### config.mk
export PLATFORM = sky130hd
export DESIGN_NAME = inst_fetch_ctrl
export DESIGN_NICKNAME = d
export VERILOG_FILES = /design/src/rtl/inst_fetch_ctrl.sv
export SDC_FILE = /design/constraint.sdc
export NUM_CORES = 1
export LEC_CHECK = 0
export CORE_UTILIZATION = 52
export DETAILED_ROUTE_END_ITERATION = 16
export GPL_TIMING_DRIVEN = 0
export MAX_ROUTING_LAYER = met4
export PLACE_DENSITY_LB_ADDON = 0.08
export SYNTH_ARGS = -nofsm -noshare
export SYNTH_HDL_FRONTEND = slang
export SYNTH_SLANG_ARGS = --single-unit
### constraint.sdc
create_clock -name clk -period 7.9 [get_ports clk]
set_input_delay 0.79 -clock clk [delete_from_list [all_inputs] [get_ports clk]]
set_output_delay 0.79 -clock clk [all_outputs]
set_load 0.02 [all_outputs]
### src/rtl/inst_fetch_ctrl.sv
// Instruction fetch sequencer: owns the fetch PC, issues in-order icache requests,
// buffers responses in a small queue and drops stale responses after a redirect.
module inst_fetch_ctrl #(
  parameter logic [31:0] RESET_PC        = 32'h1c000000,
  parameter int          MAX_OUTSTANDING = 2
) (
  input  logic        clk,
  input  logic        rst,
  output logic        icache_req_valid_o,
  input  logic        icache_req_ready_i,
  output logic [31:0] icache_req_addr_o,
  input  logic        icache_rsp_valid_i,
  input  logic [31:0] icache_rsp_inst_i,
  input  logic        stall_i,
  input  logic        branch_flag_i,
  input  logic [31:0] branch_target_i,
  output logic [31:0] if_pc_o,
  output logic [31:0] if_inst_o,
  output logic        if_inst_valid_o
);

  localparam int PW = (MAX_OUTSTANDING > 1) ? $clog2(MAX_OUTSTANDING) : 1;
  localparam int CW = PW + 1;
  localparam logic [CW-1:0] MAX_CNT = CW'(MAX_OUTSTANDING);

  localparam logic [0:0] RUN   = 1'b0;
  localparam logic [0:0] DRAIN = 1'b1;

  logic [0:0]    state_reg;
  logic [31:0]   pc_reg;
  logic [PW-1:0] head_reg, tail_reg, fill_reg;
  logic [CW-1:0] count_reg, unfilled_reg, discard_reg;

  logic [MAX_OUTSTANDING-1:0][31:0] q_pc;
  logic [MAX_OUTSTANDING-1:0][31:0] q_inst;
  logic [MAX_OUTSTANDING-1:0]       q_filled;

  logic          run;
  logic          head_valid;
  logic          alloc;
  logic          pop;
  logic          fill;
  logic          redirect;
  logic [CW-1:0] pending;

  assign run      = (state_reg == RUN);
  assign redirect = branch_flag_i && run;

  // Outputs are forced to zero while reset is held, not just after the edge.
  assign icache_req_valid_o = !rst && run && (count_reg < MAX_CNT) && !branch_flag_i;
  assign icache_req_addr_o  = rst ? 32'h0 : pc_reg;

  assign head_valid      = !rst && run && !branch_flag_i && (count_reg != '0) && q_filled[head_reg];
  assign if_inst_valid_o = head_valid;
  assign if_pc_o         = head_valid ? q_pc[head_reg]   : 32'h0;
  assign if_inst_o       = head_valid ? q_inst[head_reg] : 32'h0;

  assign alloc = icache_req_valid_o && icache_req_ready_i;
  assign pop   = head_valid && !stall_i;
  assign fill  = run && !branch_flag_i && icache_rsp_valid_i && (unfilled_reg != '0);

  // A response arriving in the redirect cycle is already accounted for and dropped.
  assign pending = unfilled_reg - CW'(icache_rsp_valid_i && (unfilled_reg != '0));

  genvar gi;
  generate
    for (gi = 0; gi < MAX_OUTSTANDING; gi++) begin : g_entry
      logic [31:0] e_pc_reg;
      logic [31:0] e_inst_reg;
      logic        e_filled_reg;

      always_ff @(posedge clk or posedge rst) begin
        if (rst) begin
          e_pc_reg     <= 32'h0;
          e_inst_reg   <= 32'h0;
          e_filled_reg <= 1'b0;
        end else if (redirect) begin
          e_filled_reg <= 1'b0;
        end else if (run) begin
          if (alloc && (tail_reg == PW'(gi))) begin
            e_pc_reg     <= pc_reg;
            e_filled_reg <= 1'b0;
          end
          if (fill && (fill_reg == PW'(gi))) begin
            e_inst_reg   <= icache_rsp_inst_i;
            e_filled_reg <= 1'b1;
          end
          if (pop && (head_reg == PW'(gi))) begin
            e_filled_reg <= 1'b0;
          end
        end
      end

      assign q_pc[gi]     = e_pc_reg;
      assign q_inst[gi]   = e_inst_reg;
      assign q_filled[gi] = e_filled_reg;
    end
  endgenerate

  always_ff @(posedge clk or posedge rst) begin
    if (rst) begin
      pc_reg <= RESET_PC;
    end else if (branch_flag_i) begin
      pc_reg <= branch_target_i;
    end else if (alloc) begin
      pc_reg <= pc_reg + 32'd4;
    end
  end

  always_ff @(posedge clk or posedge rst) begin
    if (rst) begin
      state_reg    <= RUN;
      head_reg     <= '0;
      tail_reg     <= '0;
      fill_reg     <= '0;
      count_reg    <= '0;
      unfilled_reg <= '0;
      discard_reg  <= '0;
    end else if (redirect) begin
      head_reg     <= '0;
      tail_reg     <= '0;
      fill_reg     <= '0;
      count_reg    <= '0;
      unfilled_reg <= '0;
      if (pending != '0) begin
        discard_reg <= pending;
        state_reg   <= DRAIN;
      end
    end else if (!run) begin
      // Queue is empty while draining; only the stale-response counter moves.
      if (icache_rsp_valid_i && (discard_reg != '0)) begin
        discard_reg <= discard_reg - CW'(1);
        if (discard_reg == CW'(1)) begin
          state_reg <= RUN;
        end
      end
    end else begin
      if (alloc) tail_reg <= tail_reg + PW'(1);
      if (fill)  fill_reg <= fill_reg + PW'(1);
      if (pop)   head_reg <= head_reg + PW'(1);
      count_reg    <= count_reg + CW'(alloc) - CW'(pop);
      unfilled_reg <= unfilled_reg + CW'(alloc) - CW'(fill);
    end
  end

endmodule

; ---- Yosys cells after proc, flatten, opt, wreduce, memory -nomap -nowiden
; Index checks and enable logic that the tools add are counted.
[totals]
regBits = 172
latch_bits = 0
ramBits = 0
romBits = 0
input_bits = 70
output_inout_bits = 98
wordCells = 122
n_memories = 0
[classes]
addsub = 10
multipliers = 0
n_div = 0
magnitude_cmp = 2
eq_ne = 3
shift = 0
mux = 43
bitwise = 5
reduce_logical = 45
[op_table]
columns = cell, n
row1 = $mux W32, 9
row2 = $add A32 B3 Y32 const B, 1
row3 = $mux W1, 26
row4 = $logic_and A1 B1 Y1, 20
row5 = $reduce_bool A2 Y1, 10
row6 = $mux W2, 8
row7 = $reduce_and A3 Y1, 5
row8 = $reduce_and A2 Y1, 5
row9 = $reduce_bool A4 Y1, 2
row10 = $sub A2 B1 Y2, 3
row11 = $not A1 Y1, 5
row12 = $add A2 B1 Y2, 2
row13 = $ne A2 B1 Y1 const B, 2
row14 = $add A1 B1 Y1 const B, 3
row15 = $logic_not A1 Y1, 3
row16 = $eq A2 B1 Y1 const B, 1
row17 = $lt A1 B2 Y1 const B, 1
row18 = $lt A2 B2 Y1 const B, 1
row19 = $sub A2 B1 Y2 const B, 1

; ---- Longest topological paths before layout
[depth]
depth_word = 11
depth_mapped = 12
ltp_nobuf = 10

; ---- Worst setup path before layout
; OpenSTA, ideal clock, no wires.
[synth_path]
kind = input port to output port
start = in rst
end = out if_inst_o[0]
arrival_time_ps = 5987
required_time_ps = 7110
setup_slack_ps = 1123
path_stages = 5
n_path_buf = 2
cell_sequence = inv_1 > o2111ai_1 > clkbuf_1 > clkbuf_1 > nor2_1
[synth_via]
elab_chain_cells = 6
[synth_rtl]
columns = item, line_no
row1 = "start, declared", 8  ; input logic rst,
row2 = $logic_not A1 Y1 (no line), n/a
row3 = $logic_and A1 B1 Y1 (4 in series), 53  ; assign head_valid = !rst && run && !branch_flag_i && (count_reg != '0) && q_filled[head_reg];
row4 = $mux W32, 56  ; assign if_inst_o = head_valid ? q_inst[head_reg] : 32'h0;
row5 = "end, declared", 18  ; output logic [31:0] if_inst_o,
; No other way between the ends.

; ---- Final worst setup path
[layout_path]
start = in rst
end = out if_pc_o[18]
[layout_via]
elab_chain_cells = 6
[layout_rtl]
columns = item, line_no
row1 = $logic_not A1 Y1 (no line), n/a
row2 = $logic_and A1 B1 Y1 (4 in series), 53
row3 = $mux W32, 55  ; assign if_pc_o = head_valid ? q_pc[head_reg] : 32'h0;
row4 = "end, declared", 17  ; output logic [31:0] if_pc_o,
; No other way between the ends.

==> impl_metrics.csv <==
group,metric,value,unit
synthesis,syn-cell-area,8490,um2
finish,drive_above_1_share,20.0,%
placement,gp_congestion,0.876,
job,cap_violations,0,
critical_path,cp_max_fo,126,
critical_path,crit_path_start_kind,"input pin",
timing,relSlewSlack,39.4,%
power_and_ir_drop,clkPwrFrac,30.7,%
timing,max_freq,197,MHz
timing,hold_viol_final,0,
detailed_routing,totalWireLength,21.9,mm
timing,setup_viol,0,
finish,seqCellArea,4310,um2
synthesis,synthFlopType,"dfrtp_1",
cts,cts_resized,0,
power_and_ir_drop,power,2.91,mW
synthesis,synth.net_count,831,
floorplan,initial_utilization,53.4,%
global_routing,grt.total_usage,28.1,%
power_and_ir_drop,peakVddDrop,0.179,mV
timing,fin_skew,5.86,ps
detailed_routing,drt_iter0_markers,479,
cts,htree_levels,4,
finish,fin_util,69.8,%
cts,clk_latency,430,ps
detailed_routing,wire_per_inst,18.7,um
critical_path,crit_required,7110,ps
global_routing,grt_pass1_wl,34.7,mm
placement,place_inst,1137,
hold_path,hp-class,"flip-flop to flip-flop",
finish,syn_to_final_growth,30.7,%
global_routing,grt_overflow,0,
cts,clk_pin_slew,60,ps
detailed_routing,first_pass_iters,5,
global_routing,antenna_found_initial,0,
timing,min_period,5090,ps
detailed_routing,vias_per_cell,5.70,
power_and_ir_drop,power_frac_seq,45.7,%
floorplan,num_rows,46,
placement,placed_area,10500,um2
cts,cts_buffer_depth,2,
power_and_ir_drop,power_density,263,nW/um2
synthesis,synth-seq-cells,172,
floorplan,pin_count,168,
power_and_ir_drop,cellLeakagePower,4.65,nW
detailed_routing,drcViolationCount,0,
cts,hold_buffers,0,
floorplan,core,15900,um2
power_and_ir_drop,switching_power,0.816,mW
detailed_routing,vias,6653,
power_and_ir_drop,power_frac_comb,23.6,%
timing,fin_crit_sh,64.4,%
timing,rsz0062_at_grt,"false",
power_and_ir_drop,switching_share,28.0,%
cts,post_cts_buffers,0,
floorplan,die_x,130,um
synthesis,yosys_warnings,0,
timing,worst_slew_pin_slew,909,ps
finish,fin_cells,1167,
synthesis,synth_top_area_cell,"dfrtp_1",
placement,place_ws,2680,ps
synthesis,synth_cell_types,53,
synthesis,synth_cells,753,
placement,port_buffers,167,
timing,layout_setup_ws,2810,ps
critical_path,timing_worst_setup_path_type,"input pin to primary output",
floorplan,dieArea,16800,um2
finish,multi_input_area,3880,um2
finish,fillCellCount,1199,
critical_path,crit_path_end_kind,"primary output",
placement,dp_hpwl,15.5,mm
detailed_routing,ant_nets,0,
cts,cts_buffers,17,
synthesis,synth.yosys.seq_area_share,50.8,%
global_routing,grt_max_degree,127,
finish,antenna_cells,0,
synthesis,synthArstFlopShare,100,%
cts,cts_num_sinks,172,
synthesis,avgSynthCellArea,11.3,um2
floorplan,fp.dieH,130,um
finish,layout.nets,1018,
synthesis,synth_top_area_share,49.8,%
synthesis,synth.top_cells.by_area,"dfrtp_1, mux2_2, mux2i_1",
timing,report.final.slew_viol_count,0,
synthesis,synth_edf_count,0,
global_routing,grt_pass1_vias,6768,
status,status,"finished, final reports clean",
cts,cts-root-buf,"clkbuf_16",
power_and_ir_drop,intPower,2.10,mW
finish,finalInstanceArea,11100,um2
cts,cts_tree,"built",
critical_path,worst_ep_arrival_time,4300,ps
## per-layer routing
layer | share of wire (%) | GRT usage, %
met3 | 6.4 | 5.99
met5 | 0 | -
met4 | 1.7 | 9.23
met2 | 48 | 44.2
met1 | 44 | 36.4
## area by class of cell
class,instances,share of cell area [%]
buffer,49,2.10
clock buffer,20,4.21
clock inverter,10,1.49
inverter,17,0.643
multi-input combinational,515,35.0
sequential,172,38.8
tap,216,2.44
timing repair buffer,168,15.3
## logic make-up (layout without fill, tap and decap cells)
kind of cell / Yosys count / after routing / share of synthesized area, %
flip-flops: 172 / 172 / 50.8
AND/OR/NAND/NOR: 230 / 230 / 13.3
buffers and inverters: 66 / 264 / 3.49
multiplexers: 190 / 190 / 24.3
XOR/XNOR: 9 / 9 / 0.929
AO/OA/AOI/OAI: 78 / 78 / 6.06
adder cells (fa/ha/maj): 8 / 8 / 1.18
## power groups by stage
stage	Combinational, mW	Clock [mW]	Sequential (mW)
2_1_floorplan	0.515	0	1.29
3_3_place_gp	0.651	0	1.32
3_5_place_dp	0.688	0	1.35
4_1_cts	0.692	0.905	1.33
5_1_grt	0.756	0.942	1.37
6_report	0.687	0.893	1.33
## per-stage QoR
| stage | TNS, ps | hold WS, ps |
|---|---|---|
| finish | 0 | 484 |
| global route | 0 | 503 |
| CTS | 0 | 486 |
| detailed placement | 0 | 471 |
| global placement | -112680 | 463 |
| floorplan | 0 | 448 |
## placed cells by master, fill, tap and decap left out, types with 17 or more instances in the layout
master	count
dfrtp_1	169
clkbuf_16	17
nor2_1	84
nand2_1	53
clkbuf_1	27
mux2_2	122
mux2i_1	65
nor2b_1	30
o21ai_0	29
clkdlybuf4s50_1	167
## path summary, 6_finish.rpt
| kind | start | slack, ps | end | cells after the start |
|---|---|---|---|---|
| setup reg to reg | state_reg | 5030 | count_reg[1] | 12 |
| hold / removal | discard_reg[1] | 480 | discard_reg[1] | 2 |
| min in group asynchronous | rst | 1140 | g_entry[1].e_pc_reg[6] | 2 |
| max in group asynchronous | rst | 5780 | g_entry[0].e_inst_reg[11] | 3 |
| hold reg to reg | discard_reg[1] | 480 | discard_reg[1] | 2 |
| setup / recovery | rst | 2810 | if_pc_o[18] | 8 |
## cell usage after synthesis, types with 2 or more instances
cell type	count
inv_1	16
buf_1	2
and3_1	5
mux2_1	3
nand4_2	2
o211ai_1	11
or4_1	4
nor4_1	3
xor2_1	3
nand3_1	15
nor2b_1	30
mux2i_1	65
nand4_1	9
a21oi_1	10
or4_4	2
o311ai_0	9
o21ai_0	29
and4_1	2
buf_4	2
nor3_1	8
a32oi_1	2
a21o_1	2
a31oi_1	4
nand2_1	53
a221o_1	3
clkbuf_1	27
buf_6	3
dfstp_2	3
nand2b_1	2
ha_1	8
or3_1	2
dfrtp_1	169
buf_2	15
nor2_1	84
nor4_2	2
mux2_2	122
xnor2_1	6
## critical path, stage by stage
cell,delay (ps)
clkdlybuf4s50_1,740
inv_8,450
buf_16,450
o2111ai_1,320
clkbuf_1,360
clkbuf_1,360
nor2_1,180
clkdlybuf4s50_1,630
(Power assumes the default switching activity.)
